[src/rtl/bit_plane_accumulator.sv]
// bit_plane_accumulator: shift-accumulates PLANES bit-plane tree sums into one result; SIGNED_MSB_PLANE_EN makes the MSB plane negative
module bit_plane_accumulator #(
    parameter int IN_W   = 16,
    parameter int PLANES = 8,
    parameter int ACC_W  = IN_W + PLANES
) (
    input  logic                      clk,
    input  logic                      rst,
    input  logic [IN_W-1:0]           in_sum,
    input  logic                      in_valid,
    output logic                      in_ready,
    output logic [ACC_W-1:0]          out_data,
    output logic                      out_valid,
    input  logic                      out_ready,
    output logic [$clog2(PLANES)-1:0] plane_idx
);
    localparam int IDX_W = $clog2(PLANES);
    logic [ACC_W-1:0] acc_q, acc_d, out_data_q, out_data_d, term, sum;
    logic [IDX_W-1:0] plane_idx_q, plane_idx_d;
    logic             out_valid_q, out_valid_d, last, accept;
    assign last      = plane_idx_q == IDX_W'(PLANES - 1);
    // only the last plane can stall: it is the one that would overwrite a pending result
    assign in_ready  = !(out_valid_q && !out_ready && last);
    assign accept    = in_valid && in_ready;
    assign out_data  = out_data_q;
    assign out_valid = out_valid_q;
    assign plane_idx = plane_idx_q;
    always_comb begin
        term        = ACC_W'(in_sum) << plane_idx_q;
`ifdef SIGNED_MSB_PLANE_EN
        sum         = last ? acc_q - term : acc_q + term;
`else
        sum         = acc_q + term;
`endif
        acc_d       = accept ? (plane_idx_q == '0 ? term : sum) : acc_q;
        plane_idx_d = accept ? (last ? '0 : plane_idx_q + IDX_W'(1)) : plane_idx_q;
        out_data_d  = (accept && last) ? sum : out_data_q;
        out_valid_d = (accept && last) ? 1'b1 : (out_valid_q && out_ready) ? 1'b0 : out_valid_q;
    end
    always_ff @(posedge clk) begin
        if (rst) begin
            acc_q       <= '0;
            plane_idx_q <= '0;
            out_data_q  <= '0;
            out_valid_q <= 1'b0;
        end else begin
            acc_q       <= acc_d;
            plane_idx_q <= plane_idx_d;
            out_data_q  <= out_data_d;
            out_valid_q <= out_valid_d;
        end
    end
endmodule

[config.mk]
export PLATFORM = sky130hd
export DESIGN_NAME = bit_plane_accumulator
export DESIGN_NICKNAME = d
export VERILOG_FILES = /design/src/rtl/bit_plane_accumulator.sv
export SDC_FILE = /design/constraint.sdc
export NUM_CORES = 1
export LEC_CHECK = 0
export CORE_UTILIZATION = 61
export DETAILED_ROUTE_END_ITERATION = 7
export PLACE_DENSITY = 0.86
export SETUP_SLACK_MARGIN = 0.15
export SYNTH_ARGS = -nofsm -noshare
export SYNTH_HDL_FRONTEND = slang
export SYNTH_SLANG_ARGS = --single-unit
[constraint.sdc]
create_clock -name clk -period 7.14 [get_ports clk]
set_clock_uncertainty 0.1 [all_clocks]
set_input_delay 0.714 -clock clk [delete_from_list [all_inputs] [get_ports clk]]
set_output_delay 0.714 -clock clk [all_outputs]
set_load 0.02 [all_outputs]
==> results.ini, run 1 <==
[outcome]
status = complete, but fails checks
violations = DRC

[timing]
post-route-period-util_pct = 59.7
worst_pin_slew_ns = 0.984
setup_viol = 0
drv_slew = 0
rsz0062_at_grt = false
slew_headroom_pct = 34.1
hold_viol = 0
finalSetupTns_ns = 0
max_freq_mhz = 235
timing.final.crit_period_ns = 4.26

[worst_setup_path]
crit_fanout = 22
slowest_stage = dfxtp_1
end_kind = flip-flop
required_ns = 7.26
regToRegSetupSlack_ns = 2.88
crit_top_cell = nor2_1
start_kind = flip-flop
arrival_ns = 4.38
r2r_end = out_data[21]
r2r_start = plane_idx[1]
path_cells = mux2_2 -> nor2_1 -> a21oi_1 -> nand2_1 -> o21ai_0 -> ha_1 -> a211oi_1 -> nor2_1 -> a21oi_4 -> o31ai_2 -> a2111oi_4 -> nor4_1 -> a311o_1
slowest_delay_ns = 0.98
worstRegToRegCells = 13
path_class = flip-flop to flip-flop
crit_start = plane_idx[1]

[die]
die_w_um = 83.9
io_pins = 49
die_area_um2 = 7040
rows = 29
die_h_um = 83.9
coreArea_um2 = 6420
initial_core_util_pct = 63.7

[global_route]
grtUsageTotal_pct = 33.2
grt_overflow_total = 0
grt_max_degree = 73
grt_first_pass_wirelength_mm = 18.8
grt_pass1_vias = 4004
antenna_found_initial = 0

[finish]
antennaDiodeCount = 0
drive_gt1_share_pct = 7.91
fill_cells = 508
area_growth_pct = 12.9
final_nets = 602
final_util_pct = 71.9

[clock_tree]
cts_buffers = 5
hold_buffers = 0
clock_latency_ns = 0.32
cts_resized = 0
h-tree-depth = 2
cts_sinks = 52
cts_tree = done
cts_root_buf = clkbuf_8
clockBufferDepth = 2
cts_setup_buffers = 0
clkTransAtPathRegs_ns = 0.11

[drt]
wl_mm = 11.4
drc = 4
viasPerCell = 6.40
drtIter0Drc = 353
ant_nets = 0
via_count = 4050
first_pass_iters = 8
wire_per_inst_um = 18.0

[pwr]
power_w = 0.000836
powerDensity_nw_per_um2 = 181
ir_drop_uv = 149
power.leakage_nw = 1.71

[yosys]
synth_flop_cell = dfxtp_1
synth_compound_area_share_pct = 26.3
syn_area_um2 = 4090
synth_top_family_by_area = compound AO/OA/AOI/OAI gates
synth-simple-area-share_pct = 25.0
synth-edff-count = 0
yosysUniqueCellTypes = 65
synthAdderAreaFrac_pct = 8.44
synthXorXnorAreaFrac_pct = 3.43
ys_seq_area_share_pct = 25.4
synthMuxAreaShare_pct = 6.39
async_flop_share_pct = 0
netlist_instances = 528
postSynthAreaPerCell_um2 = 7.75
yosysWarnings = 0
synth_nets = 575
ys_ff_latch = 52

[placed_design]
dpl.hpwl_mm = 8.44
io_buffers = 48
gp_congestion = 0.987

[flow_run]
drv_cap = 0

[min_path]
hp-class = flip-flop to flip-flop
worstHoldStart = out_data[16]
holdPathEnd = out_data[16]
hold_depth = 2

-- routing by layer --
metal / global-route usage (%) / part of all wire, % / wire length [um]
met1: 38.1 / 40 / 4610
met5: 0 / 0 / 0
met4: 18.3 / 4.7 / 540
met2: 59.2 / 50 / 5660
met3: 4.55 / 4.9 / 562
-- worst max path at each step --
stage | end | slack (ns) | depth (start not counted)
5_1_grt | out_data[21] | 2.70 | 13
3_3_place_gp | out_data[21] | 3.03 | 13
4_1_cts | out_data[21] | 2.98 | 13
2_1_floorplan | out_data[21] | 3.63 | 14
6_report | out_data[21] | 2.88 | 13
3_5_place_dp | out_data[21] | 2.94 | 13
-- report_power, final --
| group | switching (W) | total [W] | internal, W |
|---|---|---|---|
| Clock | 0.000117 | 0.000190 | 0.0000724 |
| Sequential | 0.0000133 | 0.000315 | 0.000302 |
| Combinational | 0.000211 | 0.000331 | 0.000119 |
-- synthesized netlist by cell type, types with 3 or more instances --
library cell	n	area, um^2
o22ai_1	3	18.8
dfxtp_1	52	1040
nor2_1	64	240
buf_2	4	20.0
o21a_1	4	30.0
o31ai_1	4	30.0
o211ai_1	5	37.5
nand2b_1	3	18.8
a21oi_2	3	26.3
nand3_1	10	50.1
a21o_1	8	60.1
o21ai_0	30	150
nor2b_1	3	18.8
nand3b_1	10	75.1
xnor2_1	8	70.1
mux2i_1	16	160
a31oi_1	7	43.8
a21oi_1	42	210
and2_1	5	31.3
ha_1	26	325
xor2_1	8	70.1
clkbuf_8	3	41.3
o21ai_1	3	15.0
nand2_1	75	282
nand4_1	3	18.8
mux2_2	9	101
or4_1	7	52.6
a211oi_1	14	105
inv_1	9	33.8
nor3b_1	3	22.5
clkbuf_1	20	75.1
nor3_1	18	90.1
nor4_1	5	31.3
nand4b_1	3	26.3
-- cell families after synthesis --
group                    after synthesis
AND/OR/NAND/NOR                      218
AO/OA/AOI/OAI                        149
flip-flops                            52
buffers and inverters                 41
adder cells (fa/ha/maj)               27
multiplexers                          25
XOR/XNOR                              16
-- flip-flops by register name, summed over array words and instances, names as in the netlist --
register	cells
acc_q	24
out_data	24
out_valid	1
plane_idx	3
-- per-stage QoR --
stage          cell area (um^2)  hold WS [ns]  std cells  setup WS [ns]
2_1_floorplan              4090         0.336        528           3.63
3_3_place_gp               4520         0.345        625           3.03
3_5_place_dp               4520         0.353        625           2.94
4_1_cts                    4620         0.367        633           2.98
5_1_grt                    4620         0.389        633           2.70
6_report                   4620         0.364        633           2.88
-- placed cells by master, fill, tap and decap left out, types with 4 or more instances in the layout --
master and n:
a31oi_1 7, xor2_1 8, o21a_1 4, and2_1 5, buf_4 4, or4_1 7, a21o_1 8, a211oi_1 14
nor2_1 64, nor4_1 5, nand3b_1 10, nor3_1 18, inv_1 9, o31ai_1 4, nand3_1 10, mux2i_1 16
o211ai_1 5, a21oi_1 42, nand2_1 75, ha_1 26, xnor2_1 8, dfxtp_1 52, clkbuf_8 5, o21ai_0 30
clkdlybuf4s50_1 47, mux2_2 9
-- critical path, delay by kind of cell, from the launching register on --
family / cells / cell delay [ns]
compound gates: 7 / 1.77
fa+ha+maj: 1 / 0.39
flops: 1 / 0.98
mux: 1 / 0.43
simple gates: 4 / 0.48
-- area by class of cell --
| type | instances | area [um^2] | share of cell area [%] |
|---|---|---|---|
| clock inverters | 3 | 27.5 | 0.596 |
| multi-input cells | 435 | 2850 | 61.6 |
| flip-flops and latches | 52 | 1040 | 22.5 |
| well taps | 77 | 96.3 | 2.09 |
| clock buffers | 5 | 68.8 | 1.49 |
| inverters | 9 | 33.8 | 0.731 |
| repair buffers | 52 | 505 | 10.9 |
No activity file was read; power rests on OpenSTA's default activity.
==> run 2: changes to the inputs <==
--- a/config.mk
+++ b/config.mk
@@ -5,9 +5,9 @@
 export SDC_FILE = /design/constraint.sdc
 export NUM_CORES = 1
 export LEC_CHECK = 0
-export CORE_UTILIZATION = 61
+export CORE_UTILIZATION = 51
 export DETAILED_ROUTE_END_ITERATION = 7
-export PLACE_DENSITY = 0.86
+export PLACE_DENSITY = 0.77
 export SETUP_SLACK_MARGIN = 0.15
 export SYNTH_ARGS = -nofsm -noshare
 export SYNTH_HDL_FRONTEND = slang
==> constraint.sdc (replaced) <==
create_clock -name clk -period 3.86 [get_ports clk]
set_clock_uncertainty 0.1 [all_clocks]
set_input_delay 0.386 -clock clk [delete_from_list [all_inputs] [get_ports clk]]
set_output_delay 0.386 -clock clk [all_outputs]
set_load 0.02 [all_outputs]
==> results.ini, run 2 (same netlist as run 1, synthesis figures left out) <==
[outcome]
status = finished clean  ; was complete, but fails checks

[timing]
worst_pin_slew_ns = 0.866  ; was 0.984 ns
post-route-period-util_pct = 91.3  ; was 59.7%
max_freq_mhz = 284  ; was 235 MHz
finalSetupTns_ns = 0  ; unchanged
setup_viol = 0  ; unchanged
rsz0062_at_grt = false  ; unchanged
drv_slew = 0  ; unchanged
slew_headroom_pct = 42.1  ; was 34.1%
timing.final.crit_period_ns = 3.53  ; was 4.26 ns
hold_viol = 0  ; unchanged
hold_slack_ns = 0.362  ; was 0.364 ns

[clock_tree]
h-tree-depth = 2  ; unchanged
cts_tree = done  ; unchanged
clock_latency_ns = 0.32  ; about the same
cts_root_buf = clkbuf_8  ; unchanged
cts_sinks = 52  ; unchanged
cts_buffers = 5  ; unchanged
cts_setup_buffers = 0  ; unchanged
clkTransAtPathRegs_ns = 0.11  ; about the same
clockBufferDepth = 2  ; unchanged

[worst_setup_path]
start_kind = flip-flop  ; unchanged
required_ns = 3.97  ; was 7.26 ns
crit_top_cell = nand2_1  ; was nor2_1
path_class = flip-flop to flip-flop  ; unchanged
slowest_stage = dfxtp_2  ; was dfxtp_1
arrival_ns = 3.64  ; was 4.38 ns
path_cells = buf_4 -> mux2i_1 -> nand2_1 -> nand2_1 -> o21ai_0 -> ha_1 -> a21oi_1 -> o21ai_0 -> nand2_1 -> o31ai_2 -> a2111oi_4 -> nor4_1 -> a311o_1  ; was mux2_2 -> nor2_1 -> a21oi_1 -> nand2_1 -> o21ai_0 -> ha_1 -> a211oi_1 -> nor2_1 -> a21oi_4 -> o31ai_2 -> a2111oi_4 -> nor4_1 -> a311o_1
end_kind = flip-flop  ; unchanged
slowest_delay_ns = 0.44  ; was 0.98 ns
crit_fanout = 8  ; was 22

[finish]
area_growth_pct = 16.5  ; was 12.9%
drive_gt1_share_pct = 10.7  ; was 7.91%
layout_commonest_cell = nand2_1  ; unchanged
antennaDiodeCount = 0  ; unchanged
final_cell_mix = 75 x nand2_1, 64 x nor2_1, 50 x dfxtp_1  ; was 75 x nand2_1, 64 x nor2_1, 52 x dfxtp_1
final_nets = 616  ; was 602

[global_route]
grt_first_pass_wirelength_mm = 19.2  ; was 18.8 mm
grt_overflow_total = 0  ; unchanged
antenna_found_initial = 0  ; unchanged
grtUsageTotal_pct = 28.3  ; was 33.2%
grt_pass1_vias = 4043  ; was 4004
grt_max_degree = 49  ; was 73

[drt]
wl_mm = 11.4  ; about the same
ant_nets = 0  ; unchanged
first_pass_iters = 4  ; was 8
wire_per_inst_um = 17.0  ; was 18.0 um
via_count = 4109  ; was 4050
drc = 0  ; was 4
drtIter0Drc = 170  ; was 353
drt-met1-wl_mm = 4.69  ; was 4.61 mm
met2_length_mm = 5.84  ; was 5.66 mm
highest-signal-layer = met4  ; unchanged
viasPerCell = 6.11  ; was 6.40
wl_met3_um = 488  ; was 562 um

[placed_design]
io_buffers = 48  ; unchanged
dpl.hpwl_mm = 8.67  ; was 8.44 mm
gp_congestion = 0.986  ; was 0.987

[die]
rows = 32  ; was 29
initial_core_util_pct = 52.9  ; was 63.7%
die_w_um = 91.6  ; was 83.9 um
coreArea_um2 = 7730  ; was 6420 um^2
die_h_um = 91.6  ; was 83.9 um
die_area_um2 = 8380  ; was 7040 um^2
io_pins = 49  ; unchanged

[min_path]
hp-class = flip-flop to flip-flop  ; unchanged

[pwr]
ir_drop_uv = 216  ; was 149 uV
power_w = 0.00158  ; was 0.000836 W
powerDensity_nw_per_um2 = 331  ; was 181 nW/um^2
power.leakage_nw = 1.77  ; was 1.71 nW

[flow_run]
drv_cap = 0  ; unchanged

run 2: power by group:
part           internal (W)  leakage [nW]  switching, W
logic              0.000240          1.31      0.000408
clock network      0.000146        0.0434      0.000206
registers          0.000559         0.424     0.0000168
total              0.000945          1.77      0.000631
run 2: metrics by stage:
step | utilization (%) | std cells | worst slack [ns] | area (um^2)
floorplan | - | 528 | 0.347 | 4090
global placement | 60.3 | 664 | 0.206 | 4660
detailed placement | 60.3 | 664 | 0.132 | 4660
CTS | 61.6 | 672 | 0.244 | 4760
global route | 61.7 | 672 | 0.158 | 4760
finish | 61.7 | 672 | 0.335 | 4760
run 2: final timing paths:
check / start / endpoint / slack, ns / cells after the start
setup / recovery: plane_idx[1] / out_data[21] / 0.33 / 13
hold / removal: out_data[16] / out_data[16] / 0.36 / 2
hold reg to reg: out_data[16] / out_data[16] / 0.36 / 2
setup reg to reg: plane_idx[1] / out_data[21] / 0.33 / 13
run 2: layer usage:
layer	up-vias	GRT usage, %
met5	-	0
met4	0	12.2
met3	24	2.93
met2	126	51.8
met1	1957	33.1
li1	2002	-
run 2: layout make-up:
| class | count | area [um^2] |
|---|---|---|
| fillers | 701 | 2960 |
| repair buffers | 66 | 611 |
| multi-input cells | 435 | 2850 |
| clock buffers | 6 | 82.6 |
| well taps | 102 | 128 |
| inverters | 9 | 33.8 |
| flip-flops and latches | 52 | 1040 |
| clock inverters | 2 | 15.0 |
run 2: what timing repair did:
item | 4_1_cts | 5_1_grt
hold buffers | 0 | 0
resized for setup | 0 | 4
endpoints found under the setup margin | 0 | 21
run 2: critical path, delay by kind of cell (launching register included):
kind | cells | cell delay (ns)
AO/OA/AOI/OAI | 6 | 1.52
multiplexers | 1 | 0.25
flip-flops | 1 | 0.44
buffers and inverters | 1 | 0.20
AND/OR/NAND/NOR | 4 | 0.49
adder cells (fa/ha/maj) | 1 | 0.42
